**src/rtl/axi_lite_pkg.sv**
```systemverilog
// Shared AXI4-Lite types: address/data words, response codes and word-addressing constants.
package axi_lite_pkg;

  typedef logic [31:0] addr_t;
  typedef logic [31:0] data_t;

  typedef enum logic [1:0] {
    OKAY   = 2'b00,
    SLVERR = 2'b10
  } resp_t;

  localparam int unsigned AXI_LITE_WORD_BYTES = 4;
  localparam int unsigned AXI_LITE_ADDR_LSB   = 2;

endpackage

```
**src/rtl/axi_lite_if.sv**
```systemverilog
// AXI4-Lite bundle with master and slave views.
interface axi_lite_if;

  axi_lite_pkg::addr_t araddr;
  logic                arvalid;
  logic                arready;
  axi_lite_pkg::data_t rdata;
  axi_lite_pkg::resp_t rresp;
  logic                rvalid;
  logic                rready;
  axi_lite_pkg::addr_t awaddr;
  logic                awvalid;
  logic                awready;
  axi_lite_pkg::data_t wdata;
  logic [3:0]          wstrb;
  logic                wvalid;
  logic                wready;
  axi_lite_pkg::resp_t bresp;
  logic                bvalid;
  logic                bready;

  modport slave (
    input  araddr, arvalid, rready, awaddr, awvalid, wdata, wstrb, wvalid, bready,
    output arready, rdata, rresp, rvalid, awready, wready, bresp, bvalid
  );

  modport master (
    output araddr, arvalid, rready, awaddr, awvalid, wdata, wstrb, wvalid, bready,
    input  arready, rdata, rresp, rvalid, awready, wready, bresp, bvalid
  );

endinterface

```
**src/rtl/axi_lite_regfile.sv**
```systemverilog
// Register array with one synchronous write port and one registered read port.
// A read and a write to the same index on the same edge return the pre-write value.
module axi_lite_regfile
  import axi_lite_pkg::*;
#(
  parameter int unsigned NUM_REGS   = 16,
  parameter data_t       RESET_DATA = 32'h0000_0000
) (
  input  logic                        i_clk,
  input  logic                        i_rst_n,
  input  logic                        i_we,
  input  logic [$clog2(NUM_REGS)-1:0] i_widx,
  input  data_t                       i_wdata,
  input  logic                        i_re,
  input  logic [$clog2(NUM_REGS)-1:0] i_ridx,
  output data_t                       o_rdata
);

  data_t r_mem [NUM_REGS];
  data_t r_rdata;

  // Storage update and read capture; reset loads every word with RESET_DATA.
  always_ff @(posedge i_clk) begin
    if (!i_rst_n) begin
      for (int i = 0; i < int'(NUM_REGS); i++) begin
        r_mem[i] <= RESET_DATA;
      end
      r_rdata <= '0;
    end else begin
      if (i_we) r_mem[i_widx] <= i_wdata;
      if (i_re) r_rdata <= r_mem[i_ridx];
    end
  end

  assign o_rdata = r_rdata;

endmodule

```
**src/rtl/axi_lite_slave_regs.sv**
```systemverilog
// AXI4-Lite slave exposing NUM_REGS 32-bit registers at BASE_ADDR + 4*i.
// Independent read and write FSMs; AW and W may arrive in either order.
// Optional macro AXI_LITE_SLAVE_SLVERR_EN: out-of-range accesses answer SLVERR
// (write dropped, read data 0) instead of wrapping the index modulo NUM_REGS.
module axi_lite_slave_regs
  import axi_lite_pkg::*;
#(
  parameter int unsigned NUM_REGS   = 16,
  parameter addr_t       BASE_ADDR  = 32'h0000_0000,
  parameter data_t       RESET_DATA = 32'h0000_0000
) (
  input  logic       aclk,
  input  logic       areset_n,
  axi_lite_if.slave  s_axi_lite,
  output logic       wr_done
);

  localparam int unsigned IDX_W = $clog2(NUM_REGS);
  localparam int unsigned HI_LSB = AXI_LITE_ADDR_LSB + IDX_W;

  typedef enum logic {W_IDLE, W_RESP} wr_state_e;
  typedef enum logic {R_IDLE, R_DATA} rd_state_e;

  wr_state_e r_wstate;
  rd_state_e r_rstate;

  logic  r_awready, r_wready, r_aw_held, r_w_held, r_bvalid, r_wr_done;
  addr_t r_awaddr;
  data_t r_wdata;
  resp_t r_bresp;
  logic  r_arready, r_rvalid, r_rd_err;
  resp_t r_rresp;

  // 33-bit offsets: bit 32 is the borrow, set when the address lies below BASE_ADDR.
  logic [32:0]      w_ar_diff, w_aw_diff;
  logic [IDX_W-1:0] w_ar_idx, w_aw_idx;
  logic             w_ar_ok, w_aw_ok;
  logic             w_we, w_re;
  data_t            w_rf_rdata;
  logic             w_unused;

  assign w_ar_diff = {1'b0, s_axi_lite.araddr} - {1'b0, BASE_ADDR};
  assign w_aw_diff = {1'b0, r_awaddr} - {1'b0, BASE_ADDR};
  assign w_ar_idx  = w_ar_diff[AXI_LITE_ADDR_LSB +: IDX_W];
  assign w_aw_idx  = w_aw_diff[AXI_LITE_ADDR_LSB +: IDX_W];

`ifdef AXI_LITE_SLAVE_SLVERR_EN
  assign w_ar_ok  = (w_ar_diff[32:HI_LSB] == '0);
  assign w_aw_ok  = (w_aw_diff[32:HI_LSB] == '0);
  assign w_unused = ^{w_ar_diff[1:0], w_aw_diff[1:0], s_axi_lite.wstrb};
`else
  assign w_ar_ok  = 1'b1;
  assign w_aw_ok  = 1'b1;
  assign w_unused = ^{w_ar_diff[32:HI_LSB], w_aw_diff[32:HI_LSB], w_ar_diff[1:0],
                      w_aw_diff[1:0], s_axi_lite.wstrb};
`endif

  // Commit happens on the edge after both address and data are held.
  assign w_we = (r_wstate == W_IDLE) && r_aw_held && r_w_held && w_aw_ok;
  assign w_re = (r_rstate == R_IDLE) && s_axi_lite.arvalid && r_arready;

  axi_lite_regfile #(
    .NUM_REGS   (NUM_REGS),
    .RESET_DATA (RESET_DATA)
  ) u_regfile (
    .i_clk   (aclk),
    .i_rst_n (areset_n),
    .i_we    (w_we),
    .i_widx  (w_aw_idx),
    .i_wdata (r_wdata),
    .i_re    (w_re),
    .i_ridx  (w_ar_idx),
    .o_rdata (w_rf_rdata)
  );

  // Write FSM: collect AW and W in any order, commit, then hold B until accepted.
  always_ff @(posedge aclk) begin
    if (!areset_n) begin
      r_wstate  <= W_IDLE;
      r_awready <= 1'b1;
      r_wready  <= 1'b1;
      r_aw_held <= 1'b0;
      r_w_held  <= 1'b0;
      r_awaddr  <= '0;
      r_wdata   <= '0;
      r_bvalid  <= 1'b0;
      r_bresp   <= OKAY;
      r_wr_done <= 1'b0;
    end else begin
      r_wr_done <= 1'b0;
      unique case (r_wstate)
        W_IDLE: begin
          if (r_aw_held && r_w_held) begin
            r_aw_held <= 1'b0;
            r_w_held  <= 1'b0;
            r_bvalid  <= 1'b1;
            r_bresp   <= w_aw_ok ? OKAY : SLVERR;
            r_wr_done <= w_aw_ok;
            r_wstate  <= W_RESP;
          end else begin
            if (s_axi_lite.awvalid && r_awready) begin
              r_awaddr  <= s_axi_lite.awaddr;
              r_aw_held <= 1'b1;
              r_awready <= 1'b0;
            end
            if (s_axi_lite.wvalid && r_wready) begin
              r_wdata  <= s_axi_lite.wdata;
              r_w_held <= 1'b1;
              r_wready <= 1'b0;
            end
          end
        end
        W_RESP: begin
          if (s_axi_lite.bready) begin
            r_bvalid  <= 1'b0;
            r_awready <= 1'b1;
            r_wready  <= 1'b1;
            r_wstate  <= W_IDLE;
          end
        end
      endcase
    end
  end

  // Read FSM: accept AR, present captured data one cycle later, hold until R accepted.
  always_ff @(posedge aclk) begin
    if (!areset_n) begin
      r_rstate  <= R_IDLE;
      r_arready <= 1'b1;
      r_rvalid  <= 1'b0;
      r_rresp   <= OKAY;
      r_rd_err  <= 1'b0;
    end else begin
      unique case (r_rstate)
        R_IDLE: begin
          if (s_axi_lite.arvalid && r_arready) begin
            r_arready <= 1'b0;
            r_rvalid  <= 1'b1;
            r_rresp   <= w_ar_ok ? OKAY : SLVERR;
            r_rd_err  <= !w_ar_ok;
            r_rstate  <= R_DATA;
          end
        end
        R_DATA: begin
          if (s_axi_lite.rready) begin
            r_rvalid  <= 1'b0;
            r_arready <= 1'b1;
            r_rstate  <= R_IDLE;
          end
        end
      endcase
    end
  end

  assign s_axi_lite.arready = r_arready;
  assign s_axi_lite.rvalid  = r_rvalid;
  assign s_axi_lite.rresp   = r_rresp;
  assign s_axi_lite.rdata   = r_rd_err ? '0 : w_rf_rdata;
  assign s_axi_lite.awready = r_awready;
  assign s_axi_lite.wready  = r_wready;
  assign s_axi_lite.bvalid  = r_bvalid;
  assign s_axi_lite.bresp   = r_bresp;
  assign wr_done            = r_wr_done;

endmodule

```
**src/flat_wrapper.sv**
```systemverilog
// flat-port wrapper written by rule: the top's interface ports become plain ports
module axi_lite_slave_regs_flat import axi_lite_pkg::*;
#(
  parameter int unsigned NUM_REGS   = 16,
  parameter addr_t       BASE_ADDR  = 32'h0000_0000,
  parameter data_t       RESET_DATA = 32'h0000_0000
)
  (aclk, areset_n, wr_done, s_axi_lite_araddr, s_axi_lite_arvalid, s_axi_lite_rready, s_axi_lite_awaddr, s_axi_lite_awvalid, s_axi_lite_wdata, s_axi_lite_wstrb, s_axi_lite_wvalid, s_axi_lite_bready, s_axi_lite_arready, s_axi_lite_rdata, s_axi_lite_rresp, s_axi_lite_rvalid, s_axi_lite_awready, s_axi_lite_wready, s_axi_lite_bresp, s_axi_lite_bvalid);
  axi_lite_if s_axi_lite_i ();
  input  logic aclk;
  input  logic areset_n;
  output logic wr_done;
  input wire logic [$bits(s_axi_lite_i.araddr)-1:0] s_axi_lite_araddr;
  input wire logic [$bits(s_axi_lite_i.arvalid)-1:0] s_axi_lite_arvalid;
  input wire logic [$bits(s_axi_lite_i.rready)-1:0] s_axi_lite_rready;
  input wire logic [$bits(s_axi_lite_i.awaddr)-1:0] s_axi_lite_awaddr;
  input wire logic [$bits(s_axi_lite_i.awvalid)-1:0] s_axi_lite_awvalid;
  input wire logic [$bits(s_axi_lite_i.wdata)-1:0] s_axi_lite_wdata;
  input wire logic [$bits(s_axi_lite_i.wstrb)-1:0] s_axi_lite_wstrb;
  input wire logic [$bits(s_axi_lite_i.wvalid)-1:0] s_axi_lite_wvalid;
  input wire logic [$bits(s_axi_lite_i.bready)-1:0] s_axi_lite_bready;
  output wire logic [$bits(s_axi_lite_i.arready)-1:0] s_axi_lite_arready;
  output wire logic [$bits(s_axi_lite_i.rdata)-1:0] s_axi_lite_rdata;
  output wire logic [$bits(s_axi_lite_i.rresp)-1:0] s_axi_lite_rresp;
  output wire logic [$bits(s_axi_lite_i.rvalid)-1:0] s_axi_lite_rvalid;
  output wire logic [$bits(s_axi_lite_i.awready)-1:0] s_axi_lite_awready;
  output wire logic [$bits(s_axi_lite_i.wready)-1:0] s_axi_lite_wready;
  output wire logic [$bits(s_axi_lite_i.bresp)-1:0] s_axi_lite_bresp;
  output wire logic [$bits(s_axi_lite_i.bvalid)-1:0] s_axi_lite_bvalid;
  assign s_axi_lite_i.araddr = s_axi_lite_araddr;
  assign s_axi_lite_i.arvalid = s_axi_lite_arvalid;
  assign s_axi_lite_i.rready = s_axi_lite_rready;
  assign s_axi_lite_i.awaddr = s_axi_lite_awaddr;
  assign s_axi_lite_i.awvalid = s_axi_lite_awvalid;
  assign s_axi_lite_i.wdata = s_axi_lite_wdata;
  assign s_axi_lite_i.wstrb = s_axi_lite_wstrb;
  assign s_axi_lite_i.wvalid = s_axi_lite_wvalid;
  assign s_axi_lite_i.bready = s_axi_lite_bready;
  assign s_axi_lite_arready = s_axi_lite_i.arready;
  assign s_axi_lite_rdata = s_axi_lite_i.rdata;
  assign s_axi_lite_rresp = s_axi_lite_i.rresp;
  assign s_axi_lite_rvalid = s_axi_lite_i.rvalid;
  assign s_axi_lite_awready = s_axi_lite_i.awready;
  assign s_axi_lite_wready = s_axi_lite_i.wready;
  assign s_axi_lite_bresp = s_axi_lite_i.bresp;
  assign s_axi_lite_bvalid = s_axi_lite_i.bvalid;
  axi_lite_slave_regs #(.NUM_REGS(NUM_REGS), .BASE_ADDR(BASE_ADDR), .RESET_DATA(RESET_DATA)) u_core (.aclk(aclk), .areset_n(areset_n), .s_axi_lite(s_axi_lite_i), .wr_done(wr_done));
endmodule
```
**config.mk**
```make
export PLATFORM = sky130hd
export DESIGN_NAME = axi_lite_slave_regs_flat
export DESIGN_NICKNAME = d
export VERILOG_FILES = /design/src/rtl/axi_lite_pkg.sv /design/src/rtl/axi_lite_if.sv /design/src/rtl/axi_lite_regfile.sv /design/src/rtl/axi_lite_slave_regs.sv /design/src/flat_wrapper.sv
export SDC_FILE = /design/constraint.sdc
export NUM_CORES = 1
export LEC_CHECK = 0
export BUFFER_PORTS_ARGS = -buffer_cell sky130_fd_sc_hd__clkbuf_2
export CELL_PAD_IN_SITES_DETAIL_PLACEMENT = 0
export CELL_PAD_IN_SITES_GLOBAL_PLACEMENT = 1
export CORE_ASPECT_RATIO = 1.25
export CORE_MARGIN = 2
export CORE_UTILIZATION = 50
export DETAILED_ROUTE_END_ITERATION = 6
export PLACE_DENSITY = 0.86
export REMOVE_ABC_BUFFERS = 1
export SLEW_MARGIN = 20
export SYNTH_ARGS = -nofsm -noshare
export SYNTH_HDL_FRONTEND = slang
export SYNTH_HIERARCHICAL = 1
export SYNTH_SLANG_ARGS = --single-unit
```
**constraint.sdc**
```tcl
create_clock -name aclk -period 5.5 [get_ports aclk]
set_clock_uncertainty 0.15 [all_clocks]
set_input_delay 1.1 -clock aclk [delete_from_list [all_inputs] [get_ports aclk]]
set_output_delay 1.1 -clock aclk [all_outputs]
set_load 0.005 [all_outputs]
```
==> metrics.md <==
| Metric | Value |
|---|---|
| Outcome | finished, final reports clean |
| Final Max Tran Viols | 0 |
| Synth warnings | 6 |
| Post-DR wirelength/cell | 23.6 µm |
| Initial antenna violation count | 0 |
| Vias in the first global route | 16,300 |
| Root Driver | clkbuf_16 |
| I/O Buffers | 84 |
| Core ar. | 51,700 µm² |
| Crit start category | flop |
| RSZ-0062 raised after global routing | no |
| Wire length on met3 | 4660 µm |
| P&R area growth vs syn | 11.7% |
| Slew margin rel. | 21.4% |
| Total track usage | 24.3% |
| Critical path endpoint | u_core/u_regfile/r_mem[8][30] |
| Hold_buf cts | 0 |
| Die height | 260 µm |
| Worst Hold Class | reg -> reg |
| Met2 wire length | 32,400 µm |
| Initial core utilization | 50.7% |
| Number of core rows | 93 |
| Netlist area before placement | 26,200 µm² |
| Worst Path Arrival | 3.70 ns |
| Hold Path Cell Cnt | 2 |
| Flops & latches, synth | 590 |
| Fillers | 4,150 |
| Sequential cell area fraction in the yosys report | 64.7% |
| Finished Core Util | 56.6% |
| Nets | 2,168 |
| First-pass GRT wire length | 98,400 µm |
| Max Used Layer | met4 |
| Vias | 16,000 |
| Leak Pwr | 0.0115 µW |
| Top achievable clock speed | 282 MHz |
| DRT Wirelength | 65,600 µm |
| Min Tclk post-route | 3.54 ns |
| Overflow after GRT | 0 |
| Post-DP HPWL | 35,700 µm |
| Worst Path Required | 5.65 ns |
| Setup repair bufs after CTS | 0 |
| H-tree Lvls | 2 |
| Final Hold Viols | 0 |
| Max-cap violations | 0 |
| Average cell area after synthesis | 12.9 µm² |
| DIE AREA | 54,200 µm² |
| Vias per std cell | 5.77 |
| Largest net degree at the start of global routing | 91 |
| Gpl congestion | 0.754 |
| Drt drc | 0 |
| Area after DPL | 27,300 µm² |
| Post-synthesis cell type count | 37 |
| Final worst-path cycle share | 64.4% |
| Antenna-violating nets left | 0 |
| Resize count post-CTS | 0 |
| Hold_ws | 0.310 ns |
| Share of layout cells above drive strength 1 | 12.3% |
| CP Launch Point | u_core/r_wstate |
| Slowest-stage cell, CP | nand2b_2 |
| Slowest stage delay, CP | 0.79 ns |
| Worst-path cell chain | nand2b_1, or2_2, inv_1, nand4b_1, nor3_2, nand2b_2, buf_4 |
| Die X | 209 µm |
| Design area | 29,300 µm² |
| Worst Reg-to-Reg Cells | 7 |
| Cell count after synthesis | 2,031 |
| Num ports | 149 |
| First-pass DRT Iterations | 5 |
| Max VDD drop | 0.000226 V |
| M1 WL | 26,600 µm |
| TritonCTS clock tree | built |
| Final setup vio count | 0 |
| Crit Path Max Fanout | 23 |
| Crit end category | flop |
| RR Endpoint | u_core/u_regfile/r_mem[8][30] |
| Setup Total Neg Slack | 0 ns |
| Clk pin slew, worst setup/hold paths | 0.06 ns |
| Drt initial violations | 1,413 |
| Dpl cells | 2,666 |
| Measured slew at the worst slew-check pin | 1.18 ns |
| Worst r2r src | u_core/r_wstate |
| Layout Cells excl Fill | 2,776 |
| CTS Buf Count | 57 |
| Clk_lat worst skew | 0.62 ns |
| PwrDens | 330 nW/µm² |
| Crit path kind | reg -> reg |
| Reg-to-reg slack, setup | 1.96 ns |
| Clock sinks | 590 |
| Max Root-Sink Buffers | 3 |
==> through the flow <==
stage / worst slack [ns] / power, µW
floorplan: 0.912 / 5530
global placement: 1.48 / 5830
detailed placement: 1.40 / 5860
CTS: 1.98 / 9720
global route: 1.83 / 9960
finish: 1.96 / 9660
==> layout by cell type, fill, tap and decap left out, drive strengths merged <==
master / count
nand3b: 2
or2: 1
o21ai: 13
dfxtp: 78
nor2: 17
nor3: 4
conb: 4
clkbuf: 170
and4bb: 1
bufinv: 3
and2: 513
nand4b: 2
clkinv: 15
or3: 1
inv: 9
nand2b: 8
buf: 50
nand4: 1
nor2b: 4
a211oi: 3
mux2i: 292
nand3: 97
o211ai: 2
diode: 1
and3b: 1
edfxtp: 512
a21oi: 70
a22oi: 64
nand2: 173
==> state kept, by name (all words and copies together) (netlist names) <==
name and count:
u_core/r_awaddr 4, u_core/s_axi_lite.wready 1, u_core/r_w_held 1, u_core/wr_done 1
u_core/s_axi_lite.arready 1, u_core/r_rstate 1, u_core/u_regfile/r_mem 512, u_core/s_axi_lite.awready 1
u_core/u_regfile/o_rdata 32, u_core/r_wdata 32, u_core/r_aw_held 1, u_core/r_wstate 1
u_core/s_axi_lite.bvalid 1, u_core/s_axi_lite.rvalid 1
==> critical path, delay by kind of cell (launching register included) <==
family        cells  cell delay (ns)
flops             1             0.37
buf+inv           2             0.51
simple gates      5             2.17
==> cell families (layout without fill, tap and decap cells) <==
| group | after synthesis | count (layout) | share of synthesized area (%) |
|---|---|---|---|
| AO/OA/AOI/OAI | 152 | 152 | 3.63 |
| AND/OR/NAND/NOR | 825 | 825 | 17.6 |
| other | 1 | 5 | 0.0143 |
| flip-flops | 590 | 590 | 64.7 |
| buffers and inverters | 171 | 247 | 2.95 |
| multiplexers | 292 | 292 | 11.2 |
==> cell usage after synthesis <==
cell / count / area share (%)
dlygate4sd1_1: 1 / 0.033
edfxtp_1: 512 / 59
o211ai_1: 2 / 0.057
clkbuf_1: 105 / 1.5
nor2_2: 1 / 0.024
inv_1: 7 / 0.10
dfxtp_1: 78 / 6.0
nor3_4: 1 / 0.062
nand2_1: 172 / 2.5
a21oi_1: 69 / 1.3
nand3b_1: 2 / 0.057
clkbuf_2: 14 / 0.27
a21oi_2: 1 / 0.033
buf_6: 1 / 0.043
nor2_1: 14 / 0.20
nor2b_1: 4 / 0.096
mux2i_1: 292 / 11
buf_8: 3 / 0.17
and2_1: 513 / 12
conb_1: 1 / 0.014
buf_4: 7 / 0.20
nand4b_1: 2 / 0.067
nand2_2: 1 / 0.024
a211oi_4: 1 / 0.076
nand2b_1: 8 / 0.19
and4bb_2: 1 / 0.048
a22oi_1: 64 / 1.8
buf_2: 33 / 0.63
o21ai_0: 13 / 0.25
nand4_1: 1 / 0.024
or2_2: 1 / 0.024
and3b_1: 1 / 0.033
a211oi_1: 2 / 0.057
nand3_1: 97 / 1.9
or3_1: 1 / 0.024
nor3_1: 3 / 0.057
nor2_4: 2 / 0.086
==> routing by layer <==
layer	vias up	global-route usage [%]
met5	-	0
met4	0	8.10
met3	134	3.43
met2	679	41.9
met1	7973	31.6
li1	7232	-
==> area by class of cell <==
type                       instances  area (µm²)  share of cell area (%)
clock buffer                      88        1700                    5.80
inverter                           7        26.3                  0.0898
clock inverter                    20         180                   0.616
sequential                       590       16900                    57.9
multi-input combinational       1273        8720                    29.8
timing repair buffer             132         863                    2.95
tap                              665         832                    2.84
antenna                            1        2.50                 0.00855
==> worst min-delay path by stage <==
stage	to	from	slack, ns
global placement	u_core/u_regfile/o_rdata[19]	u_core/u_regfile/o_rdata[19]	0.29
CTS	u_core/u_regfile/o_rdata[20]	u_core/u_regfile/o_rdata[20]	0.31
finish	u_core/u_regfile/o_rdata[20]	u_core/u_regfile/o_rdata[20]	0.31
global route	u_core/u_regfile/o_rdata[29]	u_core/u_regfile/o_rdata[29]	0.34
detailed placement	u_core/u_regfile/o_rdata[20]	u_core/u_regfile/o_rdata[20]	0.30
floorplan	u_core/u_regfile/o_rdata[0]	u_core/u_regfile/o_rdata[0]	0.30
==> power by group <==
part	internal [µW]	switching, µW	leakage (µW)
logic	208	389	0.00467
registers	5030	138	0.00592
clock network	2260	1640	0.000926
total	7490	2160	0.0115
(Power assumes the default switching activity.)
